$ cat config.mk
export PLATFORM = sky130hd
export DESIGN_NAME = debug_controller_flat
export DESIGN_NICKNAME = d
export VERILOG_FILES = /design/src/rtl/debug_controller_if.sv /design/src/rtl/debug_controller.sv /design/src/flat_wrapper.sv
export SDC_FILE = /design/constraint.sdc
export NUM_CORES = 1
export LEC_CHECK = 0
export CORE_AREA = 2 2 79 156
export DETAILED_ROUTE_END_ITERATION = 16
export DIE_AREA = 0 0 81 158
export HOLD_SLACK_MARGIN = 0.06
export PLACE_DENSITY_LB_ADDON = 0.12
export SYNTH_ARGS = -nofsm -noshare
export SYNTH_HDL_FRONTEND = slang
export SYNTH_SLANG_ARGS = --single-unit
$ cat constraint.sdc
create_clock -name clk -period 3.8 [get_ports clk]
set_input_delay 0.95 -clock clk [delete_from_list [all_inputs] [get_ports clk]]
set_output_delay 0.95 -clock clk [all_outputs]
set_load 0.01 [all_outputs]
$ cat src/rtl/debug_controller_if.sv
// Host-debug bundle between debug_controller and its UART / core / imem neighbours.
interface debug_controller_if #(
  parameter int unsigned SIZE = 32,
  parameter int unsigned BYTE = 8
);
  logic [BYTE-1:0] i_rx_data;
  logic            i_rx_valid;
  logic            i_tx_ready;
  logic            i_halt;
  logic [SIZE-1:0] i_pc;
  logic            o_stall;
  logic            o_imem_we;
  logic [SIZE-1:0] o_imem_addr;
  logic [SIZE-1:0] o_imem_data;
  logic [BYTE-1:0] o_tx_data;
  logic            o_tx_valid;

  // Controller side
  modport master (
    input  i_rx_data, i_rx_valid, i_tx_ready, i_halt, i_pc,
    output o_stall, o_imem_we, o_imem_addr, o_imem_data, o_tx_data, o_tx_valid
  );

  // Environment side (UART, core, instruction memory)
  modport slave (
    output i_rx_data, i_rx_valid, i_tx_ready, i_halt, i_pc,
    input  o_stall, o_imem_we, o_imem_addr, o_imem_data, o_tx_data, o_tx_valid
  );
endinterface

$ cat src/rtl/debug_controller.sv
// Host command decoder: program load, run, single-step, halt and PC dump over UART.
module debug_controller (
  input  logic clk,
  input  logic rst,
  debug_controller_if.master dbg
);
  localparam int unsigned SIZE       = 32;
  localparam int unsigned BYTE       = 8;
  localparam int unsigned WORD_BYTES = SIZE / BYTE;
  localparam int unsigned BCNT_W     = $clog2(WORD_BYTES);
  localparam int unsigned CNT_W      = BYTE + 1;

  localparam logic [BYTE-1:0] CMD_LOAD = 8'h4C;
  localparam logic [BYTE-1:0] CMD_CONT = 8'h43;
  localparam logic [BYTE-1:0] CMD_STEP = 8'h53;
  localparam logic [BYTE-1:0] CMD_PC   = 8'h50;
  localparam logic [BYTE-1:0] CMD_HALT = 8'h48;
  localparam logic [BYTE-1:0] RSP_ACK  = 8'h4B;

  typedef enum logic [2:0] {
    IDLE, LOAD_CNT, LOAD_BYTES, WRITE, RUN, STEP, SEND_PC, ACK
  } state_t;

  state_t              r_state,      w_state_nxt;
  logic [SIZE-1:0]     r_word,       w_word_nxt;
  logic [SIZE-1:0]     r_pc,         w_pc_nxt;
  logic [BCNT_W-1:0]   r_byte_cnt,   w_byte_cnt_nxt;
  logic [CNT_W-1:0]    r_word_idx,   w_word_idx_nxt;
  logic [CNT_W-1:0]    r_word_cnt,   w_word_cnt_nxt;
  logic                r_stall,      w_stall_nxt;
  logic                r_imem_we,    w_imem_we_nxt;
  logic [SIZE-1:0]     r_imem_addr,  w_imem_addr_nxt;
  logic [SIZE-1:0]     r_imem_data,  w_imem_data_nxt;
  logic                r_tx_valid,   w_tx_valid_nxt;
  logic [BYTE-1:0]     r_tx_data,    w_tx_data_nxt;

  logic [SIZE-1:0]     w_word_shift;
  logic [CNT_W-1:0]    w_idx_inc;
  logic                w_tx_fire;
  logic                w_last_byte;

  assign w_word_shift = {r_word[SIZE-BYTE-1:0], dbg.i_rx_data};
  assign w_idx_inc    = r_word_idx + CNT_W'(1);
  assign w_tx_fire    = r_tx_valid & dbg.i_tx_ready;
  assign w_last_byte  = (r_byte_cnt == BCNT_W'(WORD_BYTES - 1));

  // State and registered outputs
  always_ff @(posedge clk or negedge rst) begin
    if (!rst) begin
      r_state     <= IDLE;
      r_word      <= '0;
      r_pc        <= '0;
      r_byte_cnt  <= '0;
      r_word_idx  <= '0;
      r_word_cnt  <= '0;
      r_stall     <= 1'b1;
      r_imem_we   <= 1'b0;
      r_imem_addr <= '0;
      r_imem_data <= '0;
      r_tx_valid  <= 1'b0;
      r_tx_data   <= '0;
    end else begin
      r_state     <= w_state_nxt;
      r_word      <= w_word_nxt;
      r_pc        <= w_pc_nxt;
      r_byte_cnt  <= w_byte_cnt_nxt;
      r_word_idx  <= w_word_idx_nxt;
      r_word_cnt  <= w_word_cnt_nxt;
      r_stall     <= w_stall_nxt;
      r_imem_we   <= w_imem_we_nxt;
      r_imem_addr <= w_imem_addr_nxt;
      r_imem_data <= w_imem_data_nxt;
      r_tx_valid  <= w_tx_valid_nxt;
      r_tx_data   <= w_tx_data_nxt;
    end
  end

  // Next-state and next-output decode; the core stays frozen unless explicitly released
  always_comb begin
    w_state_nxt     = r_state;
    w_word_nxt      = r_word;
    w_pc_nxt        = r_pc;
    w_byte_cnt_nxt  = r_byte_cnt;
    w_word_idx_nxt  = r_word_idx;
    w_word_cnt_nxt  = r_word_cnt;
    w_stall_nxt     = 1'b1;
    w_imem_we_nxt   = 1'b0;
    w_imem_addr_nxt = r_imem_addr;
    w_imem_data_nxt = r_imem_data;
    w_tx_valid_nxt  = r_tx_valid;
    w_tx_data_nxt   = r_tx_data;

    case (r_state)
      IDLE: begin
        if (dbg.i_rx_valid) begin
          case (dbg.i_rx_data)
            CMD_LOAD: w_state_nxt = LOAD_CNT;
            CMD_CONT: begin
              w_state_nxt = RUN;
              w_stall_nxt = 1'b0;
            end
            CMD_STEP: begin
              w_state_nxt = STEP;
              w_stall_nxt = 1'b0;
            end
            CMD_PC: begin
              // Snapshot the PC once; remaining bytes shift out of r_pc
              w_state_nxt    = SEND_PC;
              w_pc_nxt       = {dbg.i_pc[SIZE-BYTE-1:0], {BYTE{1'b0}}};
              w_tx_data_nxt  = dbg.i_pc[SIZE-1 -: BYTE];
              w_tx_valid_nxt = 1'b1;
              w_byte_cnt_nxt = '0;
            end
            default: w_state_nxt = IDLE;
          endcase
        end
      end

      LOAD_CNT: begin
        if (dbg.i_rx_valid) begin
          w_word_cnt_nxt = (dbg.i_rx_data == '0) ? CNT_W'(1 << BYTE)
                                                 : CNT_W'(dbg.i_rx_data);
          w_word_idx_nxt = '0;
          w_byte_cnt_nxt = '0;
          w_state_nxt    = LOAD_BYTES;
        end
      end

      LOAD_BYTES: begin
        if (dbg.i_rx_valid) begin
          w_word_nxt     = w_word_shift;
          w_byte_cnt_nxt = r_byte_cnt + BCNT_W'(1);
          if (w_last_byte) begin
            w_state_nxt     = WRITE;
            w_imem_we_nxt   = 1'b1;
            w_imem_addr_nxt = SIZE'({r_word_idx, {BCNT_W{1'b0}}});
            w_imem_data_nxt = w_word_shift;
          end
        end
      end

      WRITE: begin
        w_word_idx_nxt = w_idx_inc;
        if (w_idx_inc == r_word_cnt) begin
          w_state_nxt    = ACK;
          w_tx_valid_nxt = 1'b1;
          w_tx_data_nxt  = RSP_ACK;
        end else begin
          w_state_nxt = LOAD_BYTES;
          // A byte landing in the write cycle starts the next word
          if (dbg.i_rx_valid) begin
            w_word_nxt     = w_word_shift;
            w_byte_cnt_nxt = r_byte_cnt + BCNT_W'(1);
          end
        end
      end

      RUN: begin
        if (dbg.i_halt || (dbg.i_rx_valid && (dbg.i_rx_data == CMD_HALT))) begin
          w_state_nxt    = ACK;
          w_tx_valid_nxt = 1'b1;
          w_tx_data_nxt  = RSP_ACK;
        end else begin
          w_stall_nxt = 1'b0;
        end
      end

      STEP: w_state_nxt = IDLE;

      SEND_PC: begin
        if (w_tx_fire) begin
          if (w_last_byte) begin
            w_tx_valid_nxt = 1'b0;
            w_state_nxt    = IDLE;
          end else begin
            w_tx_data_nxt  = r_pc[SIZE-1 -: BYTE];
            w_pc_nxt       = {r_pc[SIZE-BYTE-1:0], {BYTE{1'b0}}};
            w_byte_cnt_nxt = r_byte_cnt + BCNT_W'(1);
          end
        end
      end

      ACK: begin
        if (w_tx_fire) begin
          w_tx_valid_nxt = 1'b0;
          w_state_nxt    = IDLE;
        end
      end

      default: w_state_nxt = IDLE;
    endcase
  end

  assign dbg.o_stall     = r_stall;
  assign dbg.o_imem_we   = r_imem_we;
  assign dbg.o_imem_addr = r_imem_addr;
  assign dbg.o_imem_data = r_imem_data;
  assign dbg.o_tx_valid  = r_tx_valid;
  assign dbg.o_tx_data   = r_tx_data;
endmodule

$ cat src/flat_wrapper.sv
// flat-port wrapper written by rule: the top's interface ports become plain ports
module debug_controller_flat 
  (clk, rst, dbg_i_rx_data, dbg_i_rx_valid, dbg_i_tx_ready, dbg_i_halt, dbg_i_pc, dbg_o_stall, dbg_o_imem_we, dbg_o_imem_addr, dbg_o_imem_data, dbg_o_tx_data, dbg_o_tx_valid);
  debug_controller_if dbg_i ();
  input  logic clk;
  input  logic rst;
  input wire logic [$bits(dbg_i.i_rx_data)-1:0] dbg_i_rx_data;
  input wire logic [$bits(dbg_i.i_rx_valid)-1:0] dbg_i_rx_valid;
  input wire logic [$bits(dbg_i.i_tx_ready)-1:0] dbg_i_tx_ready;
  input wire logic [$bits(dbg_i.i_halt)-1:0] dbg_i_halt;
  input wire logic [$bits(dbg_i.i_pc)-1:0] dbg_i_pc;
  output wire logic [$bits(dbg_i.o_stall)-1:0] dbg_o_stall;
  output wire logic [$bits(dbg_i.o_imem_we)-1:0] dbg_o_imem_we;
  output wire logic [$bits(dbg_i.o_imem_addr)-1:0] dbg_o_imem_addr;
  output wire logic [$bits(dbg_i.o_imem_data)-1:0] dbg_o_imem_data;
  output wire logic [$bits(dbg_i.o_tx_data)-1:0] dbg_o_tx_data;
  output wire logic [$bits(dbg_i.o_tx_valid)-1:0] dbg_o_tx_valid;
  assign dbg_i.i_rx_data = dbg_i_rx_data;
  assign dbg_i.i_rx_valid = dbg_i_rx_valid;
  assign dbg_i.i_tx_ready = dbg_i_tx_ready;
  assign dbg_i.i_halt = dbg_i_halt;
  assign dbg_i.i_pc = dbg_i_pc;
  assign dbg_o_stall = dbg_i.o_stall;
  assign dbg_o_imem_we = dbg_i.o_imem_we;
  assign dbg_o_imem_addr = dbg_i.o_imem_addr;
  assign dbg_o_imem_data = dbg_i.o_imem_data;
  assign dbg_o_tx_data = dbg_i.o_tx_data;
  assign dbg_o_tx_valid = dbg_i.o_tx_valid;
  debug_controller u_core (.clk(clk), .rst(rst), .dbg(dbg_i));
endmodule
==> results of run 1 <==
==> metal layers <==
layer | track usage, % | routed length (um) | vias to the layer above | share of wire [%]
li1 | - | - | 2165 | -
met1 | 25.6 | 5040 | 2221 | 36
met2 | 43.3 | 7970 | 124 | 57
met3 | 4.85 | 515 | 29 | 3.7
met4 | 12.8 | 458 | 0 | 3.3
met5 | 0 | 0 | - | 0
==> layout make-up <==
type / instances / area (um2) / area share [%]
clock buffers: 20 / 467 / 6.22
flip-flops and latches: 123 / 3080 / 41.0
inverters: 12 / 45.0 / 0.600
well taps: 145 / 181 / 2.42
repair buffers: 110 / 1090 / 14.5
multi-input cells: 428 / 2510 / 33.4
clock inverters: 12 / 136 / 1.82
==> critical path, stage by stage, from the launching register on <==
cell	delay [ps]
dfrtp_1	480
ha_1	390
xor3_1	480
or3_1	330
a21oi_2	170
o221ai_2	200
o211ai_4	210
buf_4	410
mux2_2	390
==> power breakdown <==
group	switching [W]	leakage [nW]	total, W	internal, W
logic	0.000985	1.66	0.00208	0.00110
registers	0.000345	1.52	0.00213	0.00179
clock network	0.000613	0.289	0.00164	0.00102
total	0.00194	3.47	0.00585	0.00391
==> sequential cells by signal (all words and copies together) (netlist names) <==
| signal | flops |
|---|---|
| u_core.dbg.o_imem_data | 32 |
| u_core.r_pc | 24 |
| u_core.r_word | 24 |
| u_core.dbg.o_imem_addr | 9 |
| u_core.r_word_cnt | 9 |
| u_core.r_word_idx | 9 |
| u_core.dbg.o_tx_data | 8 |
| u_core.r_state | 3 |
| u_core.r_byte_cnt | 2 |
| u_core.dbg.o_imem_we | 1 |
| u_core.dbg.o_stall | 1 |
| u_core.dbg.o_tx_valid | 1 |
==> placed cells by master, fill, tap and decap left out, types with 4 or more instances in the layout <==
master and n:
nor2b_1 7, mux2_2 18, nand2b_1 4, a31oi_1 18, inv_1 12, xnor2_1 7, buf_4 13, conb_1 23
a21oi_1 11, dfrtp_1 122, nand4_1 4, a22o_1 6, nor3_1 4, nand3_1 19, nor2_1 31, o21ai_0 20
a2bb2oi_1 4, nand2_1 176, clkbuf_16 17, mux2_4 20, clkdlybuf4s50_1 95, o22ai_1 8
==> stage by stage <==
stage | total power [W] | setup WS [ps] | hold WS (ps) | util [%] | instances
2_1_floorplan | 0.00343 | 1060 | 433 | - | 621
3_3_place_gp | 0.00417 | 448 | 444 | 59.3 | 818
3_5_place_dp | 0.00425 | 387 | 455 | 59.3 | 818
4_1_cts | 0.00591 | 591 | 470 | 64.5 | 850
5_1_grt | 0.00621 | 462 | 495 | 64.5 | 850
6_report | 0.00585 | 606 | 473 | 64.5 | 850
==> cells by family (layout without fill, tap and decap cells) <==
group,Yosys count,in the layout,share of synthesized area [%]
other cells,1,23,0.0635
fa+ha+maj,2,2,0.423
simple gates,265,265,19.3
compound gates,88,88,10.5
mux,39,39,8.68
buf+inv,70,154,7.07
xor+xnor,11,11,1.88
flops,123,123,52.1
==> final timing paths <==
| kind | start | end | slack (ps) | cells after the start |
|---|---|---|---|---|
| min reg2reg | u_core.r_word[21]$_DFFE_PN0P_ | u_core.dbg.o_imem_data[29]$_DFFE_PN0P_ | 470 | 2 |
| min in group asynchronous | rst | u_core.dbg.o_imem_data[17]$_DFFE_PN0P_ | 560 | 1 |
| max | u_core.r_word_idx[0]$_DFFE_PN0P_ | u_core.r_word[18]$_DFFE_PN0P_ | 610 | 8 |
| min | u_core.r_word[21]$_DFFE_PN0P_ | u_core.dbg.o_imem_data[29]$_DFFE_PN0P_ | 470 | 2 |
| max in group asynchronous | rst | u_core.dbg.o_stall$_DFF_PN1_ | 2390 | 2 |
| max reg2reg | u_core.r_word_idx[0]$_DFFE_PN0P_ | u_core.r_word[18]$_DFFE_PN0P_ | 610 | 8 |
==> results.md, run 1 <==
* Outcome: finished, final reports clean
* Count leader, synth: nand2_1
* Pins Over Slew Limit at 0
* Slew headroom at 40.4%
* Post-CTS sizing at 0
* CP arrival at 3490 ps
* I/O Pins at 120
* Gr ovfl total at 0
* Area growth syn-to-layout at 27.0%
* Clock root buffer: clkbuf_16
* Seq cells post-synth at 123
* Pwr dens at 780 nW/um2
* Mapped Area at 5910 um2
* TNS Setup at 0 ps
* Unrepaired setup endpoints after global routing: false
* Vias in the first global route at 4,738
* Hold Crit Class: reg2reg
* Final net count at 739
* Share of the synthesized area in the top cell type at 51.7%
* Share of cells above drive strength 1 at 13.9%
* Post-placement cell area at 6900 um2
* Longest Clk Path Bufs at 2
* Sinks on Clock Net at 123
* Clk slew on worst S/H paths at 60 ps
* Synth async-reset ratio at 100%
* Biggest area consumer among synthesized cells: dfrtp_1
* Dominant cells by area after synthesis: dfrtp_1, nand2_1, mux2_4
* Warnings from Yosys at 0
* CTS tree: done
* Maxcap violations at 0
* Post-synth top cells: nand2_1, dfrtp_1, nor2_1
* Skew final at 7.75 ps
* Final period util at 84.1%
* Final Cell Area at 7500 um2
* DPL Wire Length at 10,100 um
* DRT iter0 DRCs at 199
* First-pass GRT wire length at 23,200 um
* Die H at 158 um
* Fillers at 1,019
* Port Buffers at 96
* P_leak at 3.47 nW
* Die X at 81 um
* Antenna diodes at 0
* Yosys cell types at 58
* Min Tclk post-route at 3190 ps
* Least-Margin Pin Slew at 891 ps
* Core Footprint at 11,600 um2
* Pre-Repair DR Iteration Count at 5
* Postcts setup bufs at 0
* Final Setup Violations at 0
* Largest net degree at the start of global routing at 51
* DRC at 0
* Routed WL at 14,000 um
* Critical Path Source Type: flip-flop
* Initial Utilization at 50.8%
* Wire per inst at 16.4 um
* WS Path Type: reg2reg
* Register area share after synthesis at 52.1%
* Clk_lat worst skew at 410 ps
* Antenna violations before repair at 0
* Drt via density at 5.34
* H-tree depth at 4
* GRT Util Overall at 24.0%
* Main synth FF type: dfrtp_1
* Hold Vio Cnt, Final at 0
* ANT nets after route at 0
* Row cnt at 56
* Max Clk Rate at 0.313 GHz
* Syn Area/Cell at 9.87 um2
* Maximum vdd drop at 442 uV
* Hold buffers post-CTS at 0
* Post-synth EDFFs at 0
* Vias at 4,539
* CP endpoint kind: flip-flop
* CP Max Fanout at 24
* Die Area at 12,800 um2
* Crit path required time at 4090 ps
* Final RePlAce weighted congestion at 0.878
* Num CTS Buffers at 17
* Syn Inst Count at 599
No activity file was read; power rests on OpenSTA's default activity.
==> inputs of run 2 (changes only) <==
--- a/config.mk
+++ b/config.mk
@@ -5,9 +5,9 @@
 export SDC_FILE = /design/constraint.sdc
 export NUM_CORES = 1
 export LEC_CHECK = 0
-export CORE_AREA = 2 2 79 156
+export CORE_AREA = 2 2 83 164
 export DETAILED_ROUTE_END_ITERATION = 16
-export DIE_AREA = 0 0 81 158
+export DIE_AREA = 0 0 85 166
 export HOLD_SLACK_MARGIN = 0.06
 export PLACE_DENSITY_LB_ADDON = 0.12
 export SYNTH_ARGS = -nofsm -noshare
==> constraint.sdc (replaced) <==
create_clock -name clk -period 2.6 [get_ports clk]
set_input_delay 0.65 -clock clk [delete_from_list [all_inputs] [get_ports clk]]
set_output_delay 0.65 -clock clk [all_outputs]
set_load 0.01 [all_outputs]
==> run 2 against run 1 <==
Net effect: design area is 4.8% higher; hold slack worse by 260 ps; die area is 10% higher; clock power is 51% higher; register-to-register slack worse by 510 ps; largest power group is now combinational cells; routed wire length is 3.7% higher; setup slack worse by 510 ps; clock skew is 1.2 ps higher.
==> results.md, run 2 (synthesis gave the netlist of run 1 again) <==
* Vias in the first global route at 4,982
* Hold Crit Class: in2async
* I/O Pins at 120
* Outcome: finished, final reports clean
* Port Buffers at 96
* DRC at 0
* GRT Util Overall at 21.6%
* Final RePlAce weighted congestion at 0.880
* Drt via density at 5.22
* Crit path launch: u_core.r_word_idx[0]$_DFFE_PN0P_
* Crit path required time at 2890 ps
* DRT iter0 DRCs at 268
* Die H at 166 um
* Maxcap violations at 0
* FF+latch area at 3080 um2
* Wire per inst at 16.2 um
* Pre-Repair DR Iteration Count at 4
* Pins Over Slew Limit at 0
* Share of cells above drive strength 1 at 18.2%
* Final design utilization at 60.8%
* CTS tree: done
* Critical R2R Capture: u_core.r_word[19]$_DFFE_PN0P_
* Fillers at 1,114
* WS Path Type: reg2reg
* Final net count at 775
* Postcts setup bufs at 0
* Hold Vio Cnt, Final at 0
* Max Clk Rate at 0.400 GHz
* Routed WL at 14,500 um
* Critical Path Source Type: flip-flop
* Die Area at 14,100 um2
* Skew final at 8.93 ps
* First-pass GRT wire length at 24,000 um
* Pwr dens at 1130 nW/um2
* Worst-path cell chain: ha_4 > and2_2 > a21o_1 > a2111oi_4 > o221ai_2 > o211ai_4 > buf_12 > mux2_2
* Most frequent cells in the layout: nand2_1, dfrtp_1, clkdlybuf4s50_1
* Reg2reg start: u_core.r_word_idx[0]$_DFFE_PN0P_
* Crit path max-delay family: compound AO/OA/AOI/OAI gates
* DPL Wire Length at 10,900 um
* Hold slack at 213 ps
* Met3 Use GR at 3.73%
* Slowest cell on crit path: dfrtp_1
* Row cnt at 59
* Least-Margin Pin Slew at 536 ps
* Clk slew on worst S/H paths at 60 ps
* Global routing usage on met1 at 21.1%
* Most common cell after layout, fill and taps aside: nand2_1
* Hold buffers post-CTS at 0
* Die X at 85 um
* Multi-input gate area at 2530 um2
* Worst stage delay on the critical path at 410 ps
* Min Tclk post-route at 2500 ps
* Clock root buffer: clkbuf_16
* Antenna violations before repair at 0
* CP endpoint kind: flip-flop
* Reg2Reg Depth at 8
* WP depth at 8
* P_leak at 3.68 nW
* Worst setup path endpoint: u_core.r_word[19]$_DFFE_PN0P_
* Clk_lat worst skew at 410 ps
* GRT busiest layer: met2
* Core Footprint at 12,900 um2
* CP arrival at 2790 ps
* Max FFs per register at 32
* Longest Clk Path Bufs at 2
* H-tree depth at 4
* Area growth syn-to-layout at 33.0%
* Final period util at 96.2%
* Antenna diodes at 0
* Sinks on Clock Net at 123
* Largest net degree at the start of global routing at 49
* Critical path buffers and inverters at 1
* CP Max Fanout at 24
* Gr ovfl total at 0
* Flop2flop setup slack at 100 ps
* Initial Utilization at 45.7%
* Num CTS Buffers at 17
* Vias at 4,658
* Final Setup Violations at 0
* M2 GR Usage at 40.6%
* Unrepaired setup endpoints after global routing: false
* Maximum vdd drop at 890 uV
* ANT nets after route at 0
* Slew headroom at 64.2%
-- run 2: cell count changes in the layout (fill, tap and decap cells not counted), moves of 2 or more --
cell        delta
clkinvlp_4     -2
buf_12         +3
buf_4         +33
inv_6          +2
clkbuf_8       -2
-- run 2: worst min-delay path by stage --
stage                                       start                                endpoint  slack, ps  depth (start not counted)
global route                                  rst           u_core.r_word[17]$_DFFE_PN0P_        250                          1
CTS                                           rst           u_core.r_word[17]$_DFFE_PN0P_        220                          1
floorplan                                     rst  u_core.dbg.o_imem_addr[10]$_DFFE_PN0P_        350                          0
detailed placement  u_core.r_word[20]$_DFFE_PN0P_  u_core.dbg.o_imem_data[28]$_DFFE_PN0P_        450                          2
finish                                        rst           u_core.r_word[17]$_DFFE_PN0P_        210                          1
global placement    u_core.r_word[20]$_DFFE_PN0P_  u_core.dbg.o_imem_data[28]$_DFFE_PN0P_        440                          2
-- run 2: area by class of cell --
type / count / area share, %
clock buffer: 18 / 5.59
sequential: 123 / 39.2
tap: 152 / 2.42
timing repair buffer: 146 / 17.8
multi-input combinational: 428 / 32.1
inverter: 12 / 0.573
clock inverter: 14 / 2.34
-- run 2: timing repair --
item,4_1_cts,5_1_grt
endpoints found under the hold margin,0,0
endpoints found under the setup margin,0,33
gates resized for setup,0,3
-- run 2: per-stage QoR --
stage	setup TNS [ps]	total power [W]	cells	area, um2	worst slack, ps
after floorplan	0	0.00502	621	5990	54.4
after global routing	0	0.00942	893	7860	19.2
after detailed placement	-7300	0.00643	861	7220	-330
final	0	0.00888	893	7860	97.8
after CTS	0	0.00894	893	7840	22.7
after global placement	-6670	0.00633	861	7220	-278
-- run 2: where the power goes --
part	switching, W	internal (W)	total [W]
sequential	0.000500	0.00262	0.00312
combinational	0.00148	0.00180	0.00329
clock	0.000925	0.00156	0.00248
-- run 2: routing by layer --
| layer | vias up | share of wire (%) |
|---|---|---|
| met1 | 2233 | 35 |
| met2 | 135 | 57 |
| met3 | 41 | 3.2 |
| met5 | - | 0 |
| met4 | 0 | 5.0 |
| li1 | 2249 | - |
==> inputs of run 3 (changes only) <==
--- a/config.mk
+++ b/config.mk
@@ -5,11 +5,12 @@
 export SDC_FILE = /design/constraint.sdc
 export NUM_CORES = 1
 export LEC_CHECK = 0
-export CORE_AREA = 2 2 83 164
+export CORE_AREA = 2 2 89 177
 export DETAILED_ROUTE_END_ITERATION = 16
-export DIE_AREA = 0 0 85 166
+export DIE_AREA = 0 0 91 179
 export HOLD_SLACK_MARGIN = 0.06
 export PLACE_DENSITY_LB_ADDON = 0.12
+export REMOVE_ABC_BUFFERS = 1
 export SYNTH_ARGS = -nofsm -noshare
 export SYNTH_HDL_FRONTEND = slang
 export SYNTH_SLANG_ARGS = --single-unit
==> run 3 against run 2 <==
Net effect: total power shrank 2.4%; routed wire length hardly changed; die area grew 15%; utilization shrank 8.2 points; combinational power is 3% higher; sequential power about the same; final cell count grew 5.8%; flip-flop and latch count did not move; global-route usage decreased by 3.4 points; maximum frequency up 0.37%; clock-buffer cell count is the same; clock power is 14% lower; critical endpoint is now u_core.r_word[21]$_DFFE_PN0P_.
==> results.md, run 3 (synthesis gave the netlist of run 1 again) <==
* Port Buffers at 96
* Hold Vio Cnt, Final at 0
* Core Footprint at 15,100 um2
* Max Clk Rate at 0.401 GHz
* Longest Clk Path Bufs at 2
* Final design utilization at 52.6%
* CP endpoint kind: flip-flop
* Outcome: finished, final reports clean
* Max FFs per register at 32
* Vias in the first global route at 4,708
* Pins Over Slew Limit at 0
* Hold Crit Class: in2async
* Final Setup Violations at 0
* P_int at 0.00574 W
* Initial Utilization at 39.3%
* Clock root buffer: clkbuf_16
* Final period util at 95.9%
* Final net count at 782
* DRC at 0
* Maximum vdd drop at 501 uV
* GRT Util Overall at 18.2%
* Crit path max-delay family: compound AO/OA/AOI/OAI gates
* Critical Path Source Type: flip-flop
* Pwr dens at 1090 nW/um2
* Reg2reg start: u_core.r_word_cnt[8]$_DFFE_PN0P_
* WS Path Type: reg2reg
* Critical path buffers and inverters at 2
* Wire per inst at 15.4 um
* Antenna violations before repair at 0
* Most frequent cells in the layout: nand2_1, dfrtp_1, clkdlybuf4s50_1
* Share of cells above drive strength 1 at 19.0%
* NetSw at 0.00292 W
* P_leak at 3.68 nW
* Sinks on Clock Net at 123
* Min Tclk post-route at 2490 ps
* Num CTS Buffers at 17
* H-tree depth at 4
* Gr ovfl total at 0
* Final RePlAce weighted congestion at 0.864
* I/O Pins at 120
* Maxcap violations at 0
* Sw Share at 33.7%
* Slowest cell on crit path: xor3_1
* Comb pwr share at 39.3%
* Die H at 179 um
* Pre-Repair DR Iteration Count at 4
* Crit path launch: u_core.r_word_cnt[8]$_DFFE_PN0P_
* Seq pwr share at 36.1%
* Die Area at 16,300 um2
* CTS tree: done
* Worst stage delay on the critical path at 430 ps
* First-pass GRT wire length at 23,300 um
* Skew final at 9.78 ps
* Drt via density at 4.94
* DRT iter0 DRCs at 188
* Row cnt at 64
* Most common cell after layout, fill and taps aside: nand2_1
* Worst-path cell chain: xor3_1 > or3_1 > a21oi_2 > o221ai_4 > o211ai_4 > buf_6 > buf_12 > mux2_2
* Final Total Pwr at 0.00867 W
* ANT nets after route at 0
* Antenna diodes at 0
* CP arrival at 2790 ps
* Die X at 91 um
* Vias at 4,664
* Crit path required time at 2890 ps
* Area growth syn-to-layout at 34.1%
* DPL Wire Length at 9890 um
* CP Max Fanout at 6
* Clk_lat worst skew at 410 ps
* Clk network pwr share at 24.7%
* Routed WL at 14,500 um
* Clk slew on worst S/H paths at 60 ps
* Largest net degree at the start of global routing at 63
-- run 3: path summary, 6_finish.rpt --
kind / to / slack [ps] / cells past startpoint
worst max-delay path: u_core.r_word[21]$_DFFE_PN0P_ / 110 / 8
worst min-delay path: u_core.dbg.o_imem_we$_DFF_PN0_ / 160 / 1
worst max register to register: u_core.r_word[21]$_DFFE_PN0P_ / 110 / 8
worst min register to register: u_core.dbg.o_imem_data[31]$_DFFE_PN0P_ / 470 / 2
max in group asynchronous: u_core.dbg.o_stall$_DFF_PN1_ / 1740 / 2
min in group clk: u_core.dbg.o_imem_data[31]$_DFFE_PN0P_ / 470 / 2
-- run 3: power by group through the flow --
stage               sequential (W)  clock, W  combinational (W)
floorplan                  0.00321         0            0.00165
global placement           0.00314         0            0.00321
detailed placement         0.00316         0            0.00327
CTS                        0.00314   0.00219            0.00331
global route               0.00323   0.00228            0.00372
finish                     0.00313   0.00214            0.00340
-- run 3: routing by layer --
layer | track usage [%] | vias up | wire, um | part of all wire (%)
li1 | - | 2254 | - | -
met1 | 21.8 | 2265 | 6070 | 42
met2 | 31.5 | 126 | 7540 | 52
met3 | 4.25 | 19 | 638 | 4.4
met4 | 7.13 | 0 | 265 | 1.8
met5 | 0 | - | 0 | 0
-- run 3: final cells by class --
cell class,instances,area [um2]
Timing Repair Buffer,153,1480
Clock buffer,18,439
Tap cell,198,248
Sequential cell,123,3080
Clock inverter,13,95.1
Multi-Input combinational cell,428,2530
Fill cell,1459,7130
Inverter,12,45.0
-- run 3: timing repair --
item                       CTS  global route
setup endpoints to repair   30             9
setup buffers                0             5
cloned                       0             3
hold buffers                 0             0
pin swaps                    0             6
gates resized for setup      3             4
-- run 3: metrics by stage --
| step | instances | setup TNS [ps] | area [um2] | hold WS, ps | setup WS (ps) |
|---|---|---|---|---|---|
| global placement | 906 | -7090 | 7250 | 456 | -257 |
| floorplan | 563 | -55710 | 5620 | 354 | -952 |
| global route | 945 | -93.5 | 7920 | 174 | -14.5 |
| CTS | 937 | 0 | 7800 | 165 | 38.6 |
| finish | 945 | 0 | 7920 | 162 | 107 |
| detailed placement | 906 | -8210 | 7250 | 456 | -290 |
